$ cat config.mk
export PLATFORM = sky130hd
export DESIGN_NAME = seg_display_driver_flat
export DESIGN_NICKNAME = d
export VERILOG_FILES = /design/src/rtl/seg_display_driver_if.sv /design/src/rtl/seg_display_driver.sv /design/src/flat_wrapper.sv
export SDC_FILE = /design/constraint.sdc
export NUM_CORES = 1
export LEC_CHECK = 0
export ABC_AREA = 1
export CELL_PAD_IN_SITES_DETAIL_PLACEMENT = 1
export CELL_PAD_IN_SITES_GLOBAL_PLACEMENT = 2
export CORE_MARGIN = 2
export CORE_UTILIZATION = 33
export CTS_CLUSTER_SIZE = 8
export DETAILED_ROUTE_END_ITERATION = 6
export PLACE_DENSITY = 0.82
export SLEW_MARGIN = 10
export SYNTH_ARGS = -nofsm -noshare
export SYNTH_HDL_FRONTEND = slang
export SYNTH_SLANG_ARGS = --single-unit
$ cat constraint.sdc
create_clock -name clk -period 2 [get_ports clk]
set_input_delay 0.4 -clock clk [delete_from_list [all_inputs] [get_ports clk]]
set_output_delay 0.4 -clock clk [all_outputs]
set_load 0.01 [all_outputs]
$ cat src/rtl/seg_display_driver_if.sv
// rtl/seg_display_driver_if.sv - display bus between the CPU output port and the seven-segment driver
interface seg_display_driver_if;
    logic [7:0] value;
    logic [6:0] seg;
    logic       dp;
    logic [3:0] an;
    logic       busy;

    // Source side: drives the value to show, observes the display pins
    modport master (
        output value,
        input  seg,
        input  dp,
        input  an,
        input  busy
    );

    // Driver side: consumes the value, drives the display pins
    modport slave (
        input  value,
        output seg,
        output dp,
        output an,
        output busy
    );
endinterface

$ cat src/rtl/seg_display_driver.sv
// rtl/seg_display_driver.sv - 4-digit multiplexed seven-segment driver; SEG_DECIMAL_EN selects decimal (else hex)
module seg_display_driver #(
    parameter int REFRESH_DIV = 100000
) (
    input  logic                 clk,
    input  logic                 rst,
    seg_display_driver_if.slave  bus
);

    localparam int CNT_W = (REFRESH_DIV > 2) ? $clog2(REFRESH_DIV) : 1;

    logic [CNT_W-1:0] refresh_cnt;
    logic [1:0]       slot;
    logic [7:0]       last;
    logic [3:0]       dig0;
    logic [3:0]       dig1;
    logic [6:0]       seg_r;
    logic [3:0]       an_r;
    logic [3:0]       slot_digit;
    logic             slot_lit;

    function automatic logic [6:0] seg_code(input logic [3:0] d);
        case (d)
            4'h0: seg_code = 7'h40;
            4'h1: seg_code = 7'h79;
            4'h2: seg_code = 7'h24;
            4'h3: seg_code = 7'h30;
            4'h4: seg_code = 7'h19;
            4'h5: seg_code = 7'h12;
            4'h6: seg_code = 7'h02;
            4'h7: seg_code = 7'h78;
            4'h8: seg_code = 7'h00;
            4'h9: seg_code = 7'h10;
            4'hA: seg_code = 7'h08;
            4'hB: seg_code = 7'h03;
            4'hC: seg_code = 7'h46;
            4'hD: seg_code = 7'h21;
            4'hE: seg_code = 7'h06;
            default: seg_code = 7'h0E;
        endcase
    endfunction

    // Free-running refresh counter; advances the scan slot on every wrap
    always_ff @(posedge clk or posedge rst) begin
        if (rst) begin
            refresh_cnt <= '0;
            slot        <= 2'd0;
        end else if (refresh_cnt == CNT_W'(REFRESH_DIV - 1)) begin
            refresh_cnt <= '0;
            slot        <= slot + 2'd1;
        end else begin
            refresh_cnt <= refresh_cnt + 1'b1;
        end
    end

`ifdef SEG_DECIMAL_EN
    localparam logic [1:0] IDLE   = 2'd0;
    localparam logic [1:0] SHIFT  = 2'd1;
    localparam logic [1:0] UPDATE = 2'd2;

    logic [1:0] state;
    logic [7:0] bin;
    logic [9:0] bcd;
    logic [2:0] bit_cnt;
    logic [3:0] dig2;
    logic [8:0] bcd_adj;

    // Add-3 correction on ones and tens; hundreds never exceeds 2 so it needs none
    always_comb begin
        bcd_adj = bcd[8:0];
        if (bcd[3:0] >= 4'd5) bcd_adj[3:0] = bcd[3:0] + 4'd3;
        if (bcd[7:4] >= 4'd5) bcd_adj[7:4] = bcd[7:4] + 4'd3;
    end

    // Shift-add-3 converter: latch on change, eight shifts, then publish digits
    always_ff @(posedge clk or posedge rst) begin
        if (rst) begin
            state   <= IDLE;
            bin     <= '0;
            bcd     <= '0;
            bit_cnt <= '0;
            last    <= '0;
            dig0    <= '0;
            dig1    <= '0;
            dig2    <= '0;
        end else begin
            case (state)
                IDLE: begin
                    if (bus.value != last) begin
                        bin     <= bus.value;
                        last    <= bus.value;
                        bcd     <= '0;
                        bit_cnt <= '0;
                        state   <= SHIFT;
                    end
                end
                SHIFT: begin
                    bcd     <= {bcd_adj, bin[7]};
                    bin     <= {bin[6:0], 1'b0};
                    bit_cnt <= bit_cnt + 3'd1;
                    if (bit_cnt == 3'd7) state <= UPDATE;
                end
                UPDATE: begin
                    dig2  <= {2'b00, bcd[9:8]};
                    dig1  <= bcd[7:4];
                    dig0  <= bcd[3:0];
                    state <= IDLE;
                end
                default: state <= IDLE;
            endcase
        end
    end

    assign bus.busy = (state != IDLE);

    // Pick the digit for the current slot, suppressing leading zeros
    always_comb begin
        slot_digit = dig0;
        slot_lit   = 1'b0;
        case (slot)
            2'd0: begin
                slot_digit = dig0;
                slot_lit   = 1'b1;
            end
            2'd1: begin
                slot_digit = dig1;
                slot_lit   = (dig2 != 4'd0) || (dig1 != 4'd0);
            end
            2'd2: begin
                slot_digit = dig2;
                slot_lit   = (dig2 != 4'd0);
            end
            default: slot_lit = 1'b0;
        endcase
    end
`else
    // Hex mode: load both nibbles straight into the digit registers on change
    always_ff @(posedge clk or posedge rst) begin
        if (rst) begin
            last <= '0;
            dig0 <= '0;
            dig1 <= '0;
        end else if (bus.value != last) begin
            last <= bus.value;
            dig1 <= bus.value[7:4];
            dig0 <= bus.value[3:0];
        end
    end

    assign bus.busy = 1'b0;

    // Pick the digit for the current slot; only the two low slots are used
    always_comb begin
        slot_digit = dig0;
        slot_lit   = 1'b0;
        case (slot)
            2'd0: begin
                slot_digit = dig0;
                slot_lit   = 1'b1;
            end
            2'd1: begin
                slot_digit = dig1;
                slot_lit   = 1'b1;
            end
            default: slot_lit = 1'b0;
        endcase
    end
`endif

    // Register the pins so the anode and segment change together, glitch-free
    always_ff @(posedge clk or posedge rst) begin
        if (rst) begin
            seg_r <= 7'h7F;
            an_r  <= 4'hF;
        end else if (slot_lit) begin
            seg_r <= seg_code(slot_digit);
            an_r  <= ~(4'b0001 << slot);
        end else begin
            seg_r <= 7'h7F;
            an_r  <= 4'hF;
        end
    end

    assign bus.seg = seg_r;
    assign bus.an  = an_r;
    assign bus.dp  = 1'b1;

endmodule

$ cat src/flat_wrapper.sv
// flat-port wrapper written by rule: the top's interface ports become plain ports
module seg_display_driver_flat 
#(
    parameter int REFRESH_DIV = 100000
)
  (clk, rst, bus_value, bus_seg, bus_dp, bus_an, bus_busy);
  seg_display_driver_if bus_i ();
  input  logic clk;
  input  logic rst;
  input wire logic [$bits(bus_i.value)-1:0] bus_value;
  output wire logic [$bits(bus_i.seg)-1:0] bus_seg;
  output wire logic [$bits(bus_i.dp)-1:0] bus_dp;
  output wire logic [$bits(bus_i.an)-1:0] bus_an;
  output wire logic [$bits(bus_i.busy)-1:0] bus_busy;
  assign bus_i.value = bus_value;
  assign bus_seg = bus_i.seg;
  assign bus_dp = bus_i.dp;
  assign bus_an = bus_i.an;
  assign bus_busy = bus_i.busy;
  seg_display_driver #(.REFRESH_DIV(REFRESH_DIV)) u_core (.clk(clk), .rst(rst), .bus(bus_i));
endmodule
==> out/metrics.yaml, run 1 <==
worst_setup_path:
  worst_setup_path_start_kind: "flop"
  reg2reg_slack_ps: 190
  required_time_of_the_worst_setup_path_ps: 2220
  critical_path.endpoint_type: "flop"
  path_class: "reg2reg"
  arrival_ps: 2020
  crit_fanout: 6
placement:
  place.port_buffers: 20
  detailedPlacementHpwl_microns: 3370
  final_weighted_congestion_of_routability_driven_global_placement: 0.807
clock_network:
  ctsRootBufferMaster: "sky130_fd_sc_hd__clkbuf_8"
  postCtsHoldBufs: 0
  post_cts.repair.setup_buffers: 0
  source_to_sink_clock_delay_at_the_later_pin_of_the_worst_skew_pair_ps: 290
  reg_clk_slew_reported_paths_ps: 80
  cts_tree: "yes"
  cts_buffers: 5
  cts_repair_resize_count: 0
  clock_path_buffers: 2
  htree_num_levels: 2
  cts.sink_count: 38
route:
  number_of_drc_violations_after_detailed_routing_iteration_0: 38
  ant_nets: 0
  finalWirelength_microns: 4440
  dr.pass1.iters: 4
  dr_total_vias: 1646
  avgViaCountPerCell: 4.56
  drt_drc_violations_left: 0
  drt-wirelength-per-cell_microns: 12.3
die:
  die_y_microns: 84.1
  die_width_microns: 84.1
  core_area_sq_mm: 0.00628
  initial_core_util: 0.337
  row_count: 29
  boundaryPins: 23
  total_die_area_sq_mm: 0.00707
sta:
  grt_setup_unrepaired: "false"
  setup_violations: 0
  fin_tns_setup_ps: 0
  hold_viol_final: 0
  timing.final.max_slew_violations: 0
  worst_hold_slack_ps: 534
  post-route-min-period_ps: 1810
  worst_clock_skew_ps: 4.17
  max_freq_mhz: 554
  post-route-period-util: 0.903
pwr:
  net-switching-power_mw: 0.356
  sw_frac_of_total: 0.240
  power_density_mw_per_mm2: 599
  static-leakage-power_nw: 1.28
  finalPower_mw: 1.49
  power.share.clock: 0.379
  comb_power_share: 0.081
  pwr-share-seq: 0.540
  irDropWorstVdd_uv: 373
  power_report.internal_total_mw: 1.13
outcome:
  outcome: "completed"
synth:
  ys_warn_count: 0
  post_synth_num_cell_types: 32
  post_synth_instance_area_sq_mm: 0.00212
  synthesis.nets: 286
  syn-mean-instance-area_sq_um: 8.01
  synth-seq-area-share: 0.456
  syn-instance-count: 264
  ys_ff_latch: 38
finish:
  num_antenna_cells: 0
  layout-drive-gt1-share: 0.162
  final_nets: 305
  most-common-layout-cells: "72 x sky130_fd_sc_hd__nand2_1, 39 x sky130_fd_sc_hd__inv_1, 27 x sky130_fd_sc_hd__dfrtp_1"
  most_frequent_standard_cell_in_the_layout_excluding_fill_and_tap_cells: "sky130_fd_sc_hd__nand2_1"
  syn_to_final_growth_pct: 17.1
global_routing:
  globalRouteMet3Util: 0.0366
  gr-usage-all-layers: 0.140
  grt_pass1_wl_microns: 7760
  largest_net_degree_at_the_start_of_global_routing: 39
  antenna_found_initial: 0
  busiest_layer: "met2"
  grt.met1_usage: 0.191
  groute.layer.met2.usage: 0.214
  first_global_vias: 1647
  grt_remaining_overflow: 0
hold_path:
  worstHoldPathType: "in2async"
run:
  cap_violations: 0
per-layer routing:
metal / share of wire / routed length [microns]
met5: 0 / 0
met4: 0.014 / 63
met3: 0.040 / 176
met1: 0.51 / 2240
met2: 0.44 / 1960
synthesized netlist by cell type:
library cell,number,area share
sky130_fd_sc_hd__a21oi_1,2,0.0047
sky130_fd_sc_hd__a31oi_1,1,0.0030
sky130_fd_sc_hd__buf_4,2,0.0071
sky130_fd_sc_hd__buf_6,1,0.0053
sky130_fd_sc_hd__clkbuf_1,8,0.014
sky130_fd_sc_hd__conb_1,2,0.0035
sky130_fd_sc_hd__dfrtp_1,27,0.32
sky130_fd_sc_hd__dfstp_2,11,0.14
sky130_fd_sc_hd__ha_1,12,0.071
sky130_fd_sc_hd__inv_1,39,0.069
sky130_fd_sc_hd__inv_2,4,0.0071
sky130_fd_sc_hd__inv_4,1,0.0030
sky130_fd_sc_hd__nand2_1,72,0.13
sky130_fd_sc_hd__nand2_2,4,0.012
sky130_fd_sc_hd__nand2_4,1,0.0053
sky130_fd_sc_hd__nand3_1,23,0.054
sky130_fd_sc_hd__nand3_2,1,0.0047
sky130_fd_sc_hd__nand3_4,1,0.0083
sky130_fd_sc_hd__nand4_1,6,0.018
sky130_fd_sc_hd__nor2_1,26,0.046
sky130_fd_sc_hd__nor2_2,4,0.012
sky130_fd_sc_hd__nor2_4,2,0.011
sky130_fd_sc_hd__nor3_2,1,0.0047
sky130_fd_sc_hd__o211ai_2,1,0.0059
sky130_fd_sc_hd__o21a_1,1,0.0035
sky130_fd_sc_hd__o21ai_0,1,0.0024
sky130_fd_sc_hd__o21ai_1,1,0.0024
sky130_fd_sc_hd__o21ai_4,1,0.0077
sky130_fd_sc_hd__o21bai_1,2,0.0071
sky130_fd_sc_hd__or2_2,1,0.0030
sky130_fd_sc_hd__xnor2_1,1,0.0041
sky130_fd_sc_hd__xor2_1,4,0.017
critical path, cell delays in order, from the launching register on:
cell,delay [ps]
sky130_fd_sc_hd__dfrtp_1,410
sky130_fd_sc_hd__inv_1,110
sky130_fd_sc_hd__ha_1,290
sky130_fd_sc_hd__nand2_1,100
sky130_fd_sc_hd__o21ai_2,130
sky130_fd_sc_hd__inv_1,120
sky130_fd_sc_hd__ha_1,250
sky130_fd_sc_hd__a31oi_1,230
sky130_fd_sc_hd__nand2_1,100
cells by family (layout without fill, tap and decap cells):
| family | after synthesis | after routing | synth area share |
|---|---|---|---|
| xor+xnor | 5 | 5 | 0.0207 |
| other cells | 2 | 2 | 0.00355 |
| fa+ha+maj | 12 | 12 | 0.0710 |
| buf+inv | 55 | 75 | 0.106 |
| flops | 38 | 38 | 0.456 |
| simple gates | 142 | 142 | 0.306 |
| compound gates | 10 | 10 | 0.0367 |
layout make-up:
cell class	count	area [sq um]
clock buffer	6	82.6
timing repair buffer	23	223
tap	77	96.3
multi-input combinational	171	932
sequential	38	965
inverter	44	168
clock inverter	2	12.5
fill	785	3800
through the flow:
step / std cells / utilization / worst slack, ps / instance area, sq um
after floorplan: 264 / - / 275 / 2120
after global placement: 353 / 0.379 / 196 / 2380
after detailed placement: 353 / 0.379 / 83.0 / 2380
after CTS: 361 / 0.394 / 52.3 / 2470
after global routing: 361 / 0.395 / 25.1 / 2480
final: 361 / 0.395 / 194 / 2480
power by group through the flow:
stage          Sequential [mW]  Combinational, mW  Clock, mW
3_5_place_dp             0.817              0.122          0
4_1_cts                  0.802              0.122      0.592
2_1_floorplan            0.823             0.0636          0
3_3_place_gp             0.816              0.121          0
5_1_grt                  0.804              0.136      0.628
6_report                 0.802              0.120      0.563
flip-flops by register name, indices dropped and copies added (netlist names):
signal and flops:
u_core.dig1 4, u_core.bus.seg 7, u_core.slot 2, u_core.last 1, u_core.bus.an 4, u_core.refresh_cnt 17
u_core.dig0 3
path summary, 6_finish.rpt:
check,cells past startpoint,start,endpoint
max,8,u_core.slot[1]$_DFFE_PP0N_,u_core.bus.seg[5]$_DFF_PP1_
min,3,rst,u_core.last[3]$_DFFE_PP0P_
max reg2reg,8,u_core.slot[1]$_DFFE_PP0N_,u_core.bus.seg[5]$_DFF_PP1_
min reg2reg,1,u_core.refresh_cnt[6]$_DFF_PP0_,u_core.refresh_cnt[6]$_DFF_PP0_
max in group asynchronous,3,rst,u_core.bus.an[2]$_DFF_PP1_
min in group clk,1,bus_value[1],u_core.dig0[1]$_DFFE_PP0P_
Power figures use the tool's default switching activity.
==> inputs of run 2 (changes only) <==
--- a/config.mk
+++ b/config.mk
@@ -12,7 +12,7 @@
 export CORE_UTILIZATION = 33
 export CTS_CLUSTER_SIZE = 8
 export DETAILED_ROUTE_END_ITERATION = 6
-export PLACE_DENSITY = 0.82
+export PLACE_DENSITY = 0.9
 export SLEW_MARGIN = 10
 export SYNTH_ARGS = -nofsm -noshare
 export SYNTH_HDL_FRONTEND = slang
==> out/metrics.yaml, run 2 (synthesized netlist as in run 1, its figures left out) <==
route:
  dr.pass1.iters: 4  # unchanged
  avgViaCountPerCell: 4.50  # -1.3%
  drt_drc_violations_left: 0  # unchanged
  number_of_drc_violations_after_detailed_routing_iteration_0: 60  # +58%
  ant_nets: 0  # unchanged
  drt-wirelength-per-cell_microns: 11.8  # -3.9%
  finalWirelength_microns: 4270  # -3.9%
  dr_total_vias: 1625  # -1.3%
placement:
  place.port_buffers: 20  # unchanged
  placedInstanceArea_sq_mm: 0.00239  # +0.53%
  detailedPlacementHpwl_microns: 3270  # -3.2%
  final_weighted_congestion_of_routability_driven_global_placement: 0.787  # -2.6%
  detailedPlace.worstSlack_ps: 197  # +114 ps
  placedCellCount: 353  # unchanged
pwr:
  static-leakage-power_nw: 1.29  # +0.99%
  pwr-share-seq: 0.499  # -0.041
  net-switching-power_mw: 0.345  # -3.2%
  power_report.internal_total_mw: 1.26  # +12%
  sw_frac_of_total: 0.215  # -0.0253
  power.share.clock: 0.424  # +0.045
  comb_power_share: 0.077  # -0.004
  finalPower_mw: 1.61  # +8.2%
  power_density_mw_per_mm2: 640  # +6.8%
  irDropWorstVdd_uv: 224  # -40%
worst_setup_path:
  required_time_of_the_worst_setup_path_ps: 2210  # about the same
  path_class: "reg2reg"
  timing.rr.end: "u_core.bus.seg[3]$_DFF_PP1_"
  crit_path_start: "u_core.slot[1]$_DFFE_PP0N_"
  worst_flop_to_flop_path_startpoint: "u_core.slot[1]$_DFFE_PP0N_"
  worstRegToRegCells: 10  # +2
  worstSetupEndpoint: "u_core.bus.seg[3]$_DFF_PP1_"
  critical_path.endpoint_type: "flop"
  crit_fanout: 6  # unchanged
  reg2reg_slack_ps: 250  # +50 ps
  arrival_ps: 1960  # -60 ps
  worst_setup_path_start_kind: "flop"
clock_network:
  cts.sink_count: 38  # unchanged
  reg_clk_slew_reported_paths_ps: 80  # about the same
  cts_buffers: 5  # unchanged
  htree_num_levels: 2  # unchanged
  ctsRootBufferMaster: "sky130_fd_sc_hd__clkbuf_8"
  cts_tree: "yes"
  clock_path_buffers: 2  # unchanged
  post_cts.repair.setup_buffers: 0  # unchanged
  source_to_sink_clock_delay_at_the_later_pin_of_the_worst_skew_pair_ps: 290  # about the same
finish:
  fillers: 745  # -5.1%
  most-common-layout-cells: "72 x sky130_fd_sc_hd__nand2_1, 39 x sky130_fd_sc_hd__inv_1, 27 x sky130_fd_sc_hd__dfrtp_1"
  layout-drive-gt1-share: 0.158  # -0.00352
  seq_area_sq_um: 965  # unchanged
  most_frequent_standard_cell_in_the_layout_excluding_fill_and_tap_cells: "sky130_fd_sc_hd__nand2_1"
  num_antenna_cells: 0  # unchanged
  largest_register: "u_core.refresh_cnt"
  stdcell_count: 361  # unchanged
  utilization: 0.400  # +0.00518
  syn_to_final_growth_pct: 18.7
  design_area_sq_mm: 0.00251  # +1.3%
  final_nets: 305  # unchanged
  footprint_of_the_multi_input_gates_sq_um: 931  # -0.13%
  largest_register_ff_count: 17  # unchanged
sta:
  fin_tns_setup_ps: 0  # unchanged
  worst_slack_ps: 248  # +53.4 ps
  timing.final.max_slew_violations: 0  # unchanged
  post-route-min-period_ps: 1750  # -53.4 ps
  post-route-period-util: 0.876  # -0.0267
  hold_viol_final: 0  # unchanged
  worst_hold_slack_ps: 457  # -77.0 ps
  setup_violations: 0  # unchanged
  grt_setup_unrepaired: "false"
  worst_clock_skew_ps: 5.79  # +1.62 ps
  max_freq_mhz: 571  # +3.0%
die:
  core_area_sq_mm: 0.00628  # unchanged
  initial_core_util: 0.337  # unchanged
  total_die_area_sq_mm: 0.00707  # unchanged
  boundaryPins: 23  # unchanged
  row_count: 29  # unchanged
  die_width_microns: 84.1  # unchanged
  die_y_microns: 84.1  # unchanged
global_routing:
  gr-usage-all-layers: 0.138  # -0.00157
  grt_pass1_wl_microns: 7820  # +0.89%
  first_global_vias: 1713  # +4.0%
  largest_net_degree_at_the_start_of_global_routing: 39  # unchanged
  antenna_found_initial: 0  # unchanged
  grt_remaining_overflow: 0  # unchanged
outcome:
  outcome: "completed"
run:
  cap_violations: 0  # unchanged
hold_path:
  worstHoldPathType: "in2async"
run 2: cell types whose count changed in the layout (fill, tap and decap cells not counted):
cell | previous run | this run
sky130_fd_sc_hd__buf_12 | 0 | 1
sky130_fd_sc_hd__buf_4 | 3 | 2
sky130_fd_sc_hd__bufinv_16 | 0 | 1
sky130_fd_sc_hd__clkbuf_1 | 0 | 1
sky130_fd_sc_hd__clkinv_2 | 1 | 0
sky130_fd_sc_hd__clkinvlp_4 | 1 | 0
sky130_fd_sc_hd__ha_1 | 12 | 11
sky130_fd_sc_hd__ha_2 | 0 | 1
sky130_fd_sc_hd__o21ai_1 | 0 | 1
sky130_fd_sc_hd__o21ai_2 | 1 | 0
run 2: per-layer routing:
metal	share of wire	GRT usage	up-vias
li1	-	-	832
met1	0.48	0.181	767
met2	0.48	0.224	22
met3	0.031	0.0307	4
met4	0.0084	0.0484	0
met5	0	0	-
run 2: area by class of cell:
class	instances	area share
flip-flops and latches	38	0.384
inverters	44	0.0668
clock buffers	7	0.0344
repair buffers	23	0.0937
well taps	77	0.0384
multi-input cells	171	0.371
clock inverters	1	0.0120
run 2: worst max-delay path, cell delays in order, from the launching register on:
cell and delay (ps):
sky130_fd_sc_hd__dfrtp_1 420, sky130_fd_sc_hd__inv_1 110, sky130_fd_sc_hd__ha_2 240, sky130_fd_sc_hd__nand2_1 60, sky130_fd_sc_hd__o21ai_1 160, sky130_fd_sc_hd__inv_1 130
sky130_fd_sc_hd__ha_1 250, sky130_fd_sc_hd__nand2_1 110, sky130_fd_sc_hd__nand3_1 80, sky130_fd_sc_hd__nand2_1 70, sky130_fd_sc_hd__nand2_1 50
run 2: worst min-delay path by stage:
| stage | cells past startpoint | endpoint | startpoint | slack [ps] |
|---|---|---|---|---|
| 2_1_floorplan | 1 | u_core.dig0[0]$_DFFE_PP0P_ | bus_value[0] | 500 |
| 3_3_place_gp | 2 | u_core.slot[1]$_DFFE_PP0N_ | u_core.slot[1]$_DFFE_PP0N_ | 520 |
| 3_5_place_dp | 2 | u_core.slot[1]$_DFFE_PP0N_ | u_core.slot[1]$_DFFE_PP0N_ | 540 |
| 4_1_cts | 3 | u_core.refresh_cnt[12]$_DFF_PP0_ | rst | 470 |
| 5_1_grt | 3 | u_core.refresh_cnt[4]$_DFF_PP0_ | rst | 510 |
| 6_report | 3 | u_core.refresh_cnt[12]$_DFF_PP0_ | rst | 460 |
run 2: repair_timing:
item | 4_1_cts | 5_1_grt
hold endpoints to repair | 0 | 0
hold buffers | 0 | 0
endpoints found under the setup margin | 0 | 4
gates resized for setup | 0 | 2
run 2: power by group through the flow:
stage | sequential, mW | combinational (mW) | clock, mW
2_1_floorplan | 0.823 | 0.0636 | 0
3_3_place_gp | 0.816 | 0.125 | 0
3_5_place_dp | 0.817 | 0.127 | 0
4_1_cts | 0.803 | 0.127 | 0.716
5_1_grt | 0.805 | 0.141 | 0.745
6_report | 0.802 | 0.124 | 0.682
==> inputs of run 3 (changes only) <==
--- a/config.mk
+++ b/config.mk
@@ -9,10 +9,10 @@
 export CELL_PAD_IN_SITES_DETAIL_PLACEMENT = 1
 export CELL_PAD_IN_SITES_GLOBAL_PLACEMENT = 2
 export CORE_MARGIN = 2
-export CORE_UTILIZATION = 33
+export CORE_UTILIZATION = 36
 export CTS_CLUSTER_SIZE = 8
 export DETAILED_ROUTE_END_ITERATION = 6
-export PLACE_DENSITY = 0.9
+export PLACE_DENSITY = 0.95
 export SLEW_MARGIN = 10
 export SYNTH_ARGS = -nofsm -noshare
 export SYNTH_HDL_FRONTEND = slang
==> constraint.sdc (replaced) <==
create_clock -name clk -period 2.3 [get_ports clk]
set_input_delay 0.46 -clock clk [delete_from_list [all_inputs] [get_ports clk]]
set_output_delay 0.46 -clock clk [all_outputs]
set_load 0.01 [all_outputs]
==> out/metrics.yaml, run 3 (synthesized netlist as in run 1, its figures left out) <==
outcome:
  outcome: "completed"
route:
  avgViaCountPerCell: 4.54  # +0.79%
  ant_nets: 0  # unchanged
  finalWirelength_microns: 4500  # +5.5%
  drt_drc_violations_left: 0  # unchanged
  number_of_drc_violations_after_detailed_routing_iteration_0: 53  # -12%
  drt-wirelength-per-cell_microns: 12.7  # +7.6%
  dr_total_vias: 1606  # -1.2%
  dr.pass1.iters: 4  # unchanged
clock_network:
  source_to_sink_clock_delay_at_the_later_pin_of_the_worst_skew_pair_ps: 300  # about the same
  ctsRootBufferMaster: "sky130_fd_sc_hd__clkbuf_8"
  cts.sink_count: 38  # unchanged
  htree_num_levels: 2  # unchanged
  cts_tree: "yes"
  postCtsHoldBufs: 0  # unchanged
  clock_path_buffers: 2  # unchanged
  reg_clk_slew_reported_paths_ps: 80  # about the same
  cts_buffers: 5  # unchanged
finish:
  most_frequent_standard_cell_in_the_layout_excluding_fill_and_tap_cells: "sky130_fd_sc_hd__nand2_1"
  most-common-layout-cells: "72 x sky130_fd_sc_hd__nand2_1, 39 x sky130_fd_sc_hd__inv_1, 27 x sky130_fd_sc_hd__dfrtp_1"
  num_antenna_cells: 0  # unchanged
  syn_to_final_growth_pct: 18.0
  utilization: 0.445  # +0.0453
  final_nets: 303  # -0.66%
  largest_register_ff_count: 17  # unchanged
  fillers: 726  # -2.6%
  largest_register: "u_core.refresh_cnt"
  layout-drive-gt1-share: 0.152  # -0.00597
worst_setup_path:
  critical_path.endpoint_type: "flop"
  worst_setup_path_start_kind: "flop"
  arrival_ps: 2210  # +250 ps
  worst_flop_to_flop_path_startpoint: "u_core.slot[1]$_DFFE_PP0N_"
  required_time_of_the_worst_setup_path_ps: 2530  # +320 ps
  path_class: "reg2reg"
  crit_fanout: 9  # +3
  crit_path_start: "u_core.slot[1]$_DFFE_PP0N_"
die:
  die_width_microns: 80.7  # -4.1%
  row_count: 27  # -6.9%
  total_die_area_sq_mm: 0.00651  # -7.9%
  initial_core_util: 0.377  # +0.0402
  boundaryPins: 23  # unchanged
  core_area_sq_mm: 0.00561  # -11%
  die_y_microns: 80.7  # -4.1%
placement:
  final_weighted_congestion_of_routability_driven_global_placement: 0.800  # +1.7%
  detailedPlacementHpwl_microns: 3400  # +4.2%
  detailedPlace.worstSlack_ps: 226  # +28.7 ps
  place.port_buffers: 20  # unchanged
global_routing:
  antenna_found_initial: 0  # unchanged
  first_global_vias: 1721  # +0.47%
  grt_pass1_wl_microns: 8060  # +3.0%
  largest_net_degree_at_the_start_of_global_routing: 39  # unchanged
  grt_remaining_overflow: 0  # unchanged
  gr-usage-all-layers: 0.165  # +0.0270
pwr:
  irDropWorstVdd_uv: 257  # +15%
  power_report.internal_total_mw: 1.18  # -7.0%
  sw_frac_of_total: 0.212  # -0.00293
  net-switching-power_mw: 0.315  # -8.6%
  static-leakage-power_nw: 1.29  # -0.43%
  power.share.clock: 0.462  # +0.038
  pwr-share-seq: 0.468  # -0.031
  comb_power_share: 0.071  # -0.006
  power_density_mw_per_mm2: 597  # -6.8%
sta:
  setup_violations: 0  # unchanged
  timing.final.max_slew_violations: 0  # unchanged
  grt_setup_unrepaired: "false"
  worst_clock_skew_ps: 6.10  # +0.313 ps
  hold_viol_final: 0  # unchanged
  post-route-min-period_ps: 1990  # +236 ps
  post-route-period-util: 0.865  # -0.0115
  max_freq_mhz: 503  # -12%
  worst_slack_ps: 311  # +63.7 ps
  fin_tns_setup_ps: 0  # unchanged
run:
  cap_violations: 0  # unchanged
hold_path:
  worstHoldPathType: "in2async"
==> run 3: repair_timing <==
action                                  in CTS  in global routing
buffers inserted                             0                  0
endpoints found under the setup margin       0                  3
gates resized for setup                      0                  1
==> run 3: per-layer routing <==
layer  track usage  vias up  share of wire
li1              -      826              -
met1         0.205      756           0.47
met2         0.277       18           0.49
met3        0.0371        6          0.028
met4        0.0661        0          0.018
met5             0        -              0
==> run 3: per-stage QoR <==
step | area, sq um | cells | total power, mW | hold slack (ps)
after detailed placement | 2360 | 346 | 0.817 | 542
final | 2500 | 354 | 1.49 | 571
after CTS | 2490 | 354 | 1.51 | 566
after global routing | 2500 | 354 | 1.55 | 586
after global placement | 2360 | 346 | 0.814 | 525
after floorplan | 2120 | 264 | 0.771 | 499
==> run 3: power groups by stage <==
stage,Clock [mW],Sequential [mW],Combinational [mW]
3_5_place_dp,0,0.711,0.106
4_1_cts,0.707,0.698,0.107
2_1_floorplan,0,0.715,0.0553
6_report,0.688,0.697,0.105
5_1_grt,0.728,0.699,0.118
3_3_place_gp,0,0.710,0.104
==> run 3: path summary, 6_finish.rpt <==
kind	end	slack, ps	cells past startpoint
worst max register to register	u_core.bus.seg[0]$_DFF_PP1_	310	10
max in group asynchronous	u_core.bus.seg[0]$_DFF_PP1_	1360	3
worst min-delay path	u_core.dig0[2]$_DFFE_PP0P_	570	3
worst min register to register	u_core.refresh_cnt[6]$_DFF_PP0_	570	1
min in group clk	u_core.refresh_cnt[6]$_DFF_PP0_	570	1
worst max-delay path	u_core.bus.seg[0]$_DFF_PP1_	310	10
==> run 3: area by class of cell <==
class / instances / area (sq um) / share of cell area
inverters: 44 / 168 / 0.0671
clock inverters: 3 / 68.8 / 0.0276
clock buffers: 5 / 68.8 / 0.0276
repair buffers: 21 / 208 / 0.0832
well taps: 72 / 90.1 / 0.0361
flip-flops and latches: 38 / 965 / 0.386
multi-input cells: 171 / 930 / 0.372
==> run 3: critical path, cell delays in order (launching register included) <==
cell and delay (ps):
sky130_fd_sc_hd__dfrtp_1 430, sky130_fd_sc_hd__inv_1 130, sky130_fd_sc_hd__ha_2 310, sky130_fd_sc_hd__nand2_1 70
sky130_fd_sc_hd__o21ai_1 240, sky130_fd_sc_hd__inv_1 150, sky130_fd_sc_hd__ha_1 260, sky130_fd_sc_hd__nand2_1 120
sky130_fd_sc_hd__nand3_1 90, sky130_fd_sc_hd__nand2_1 70, sky130_fd_sc_hd__nand2_1 40
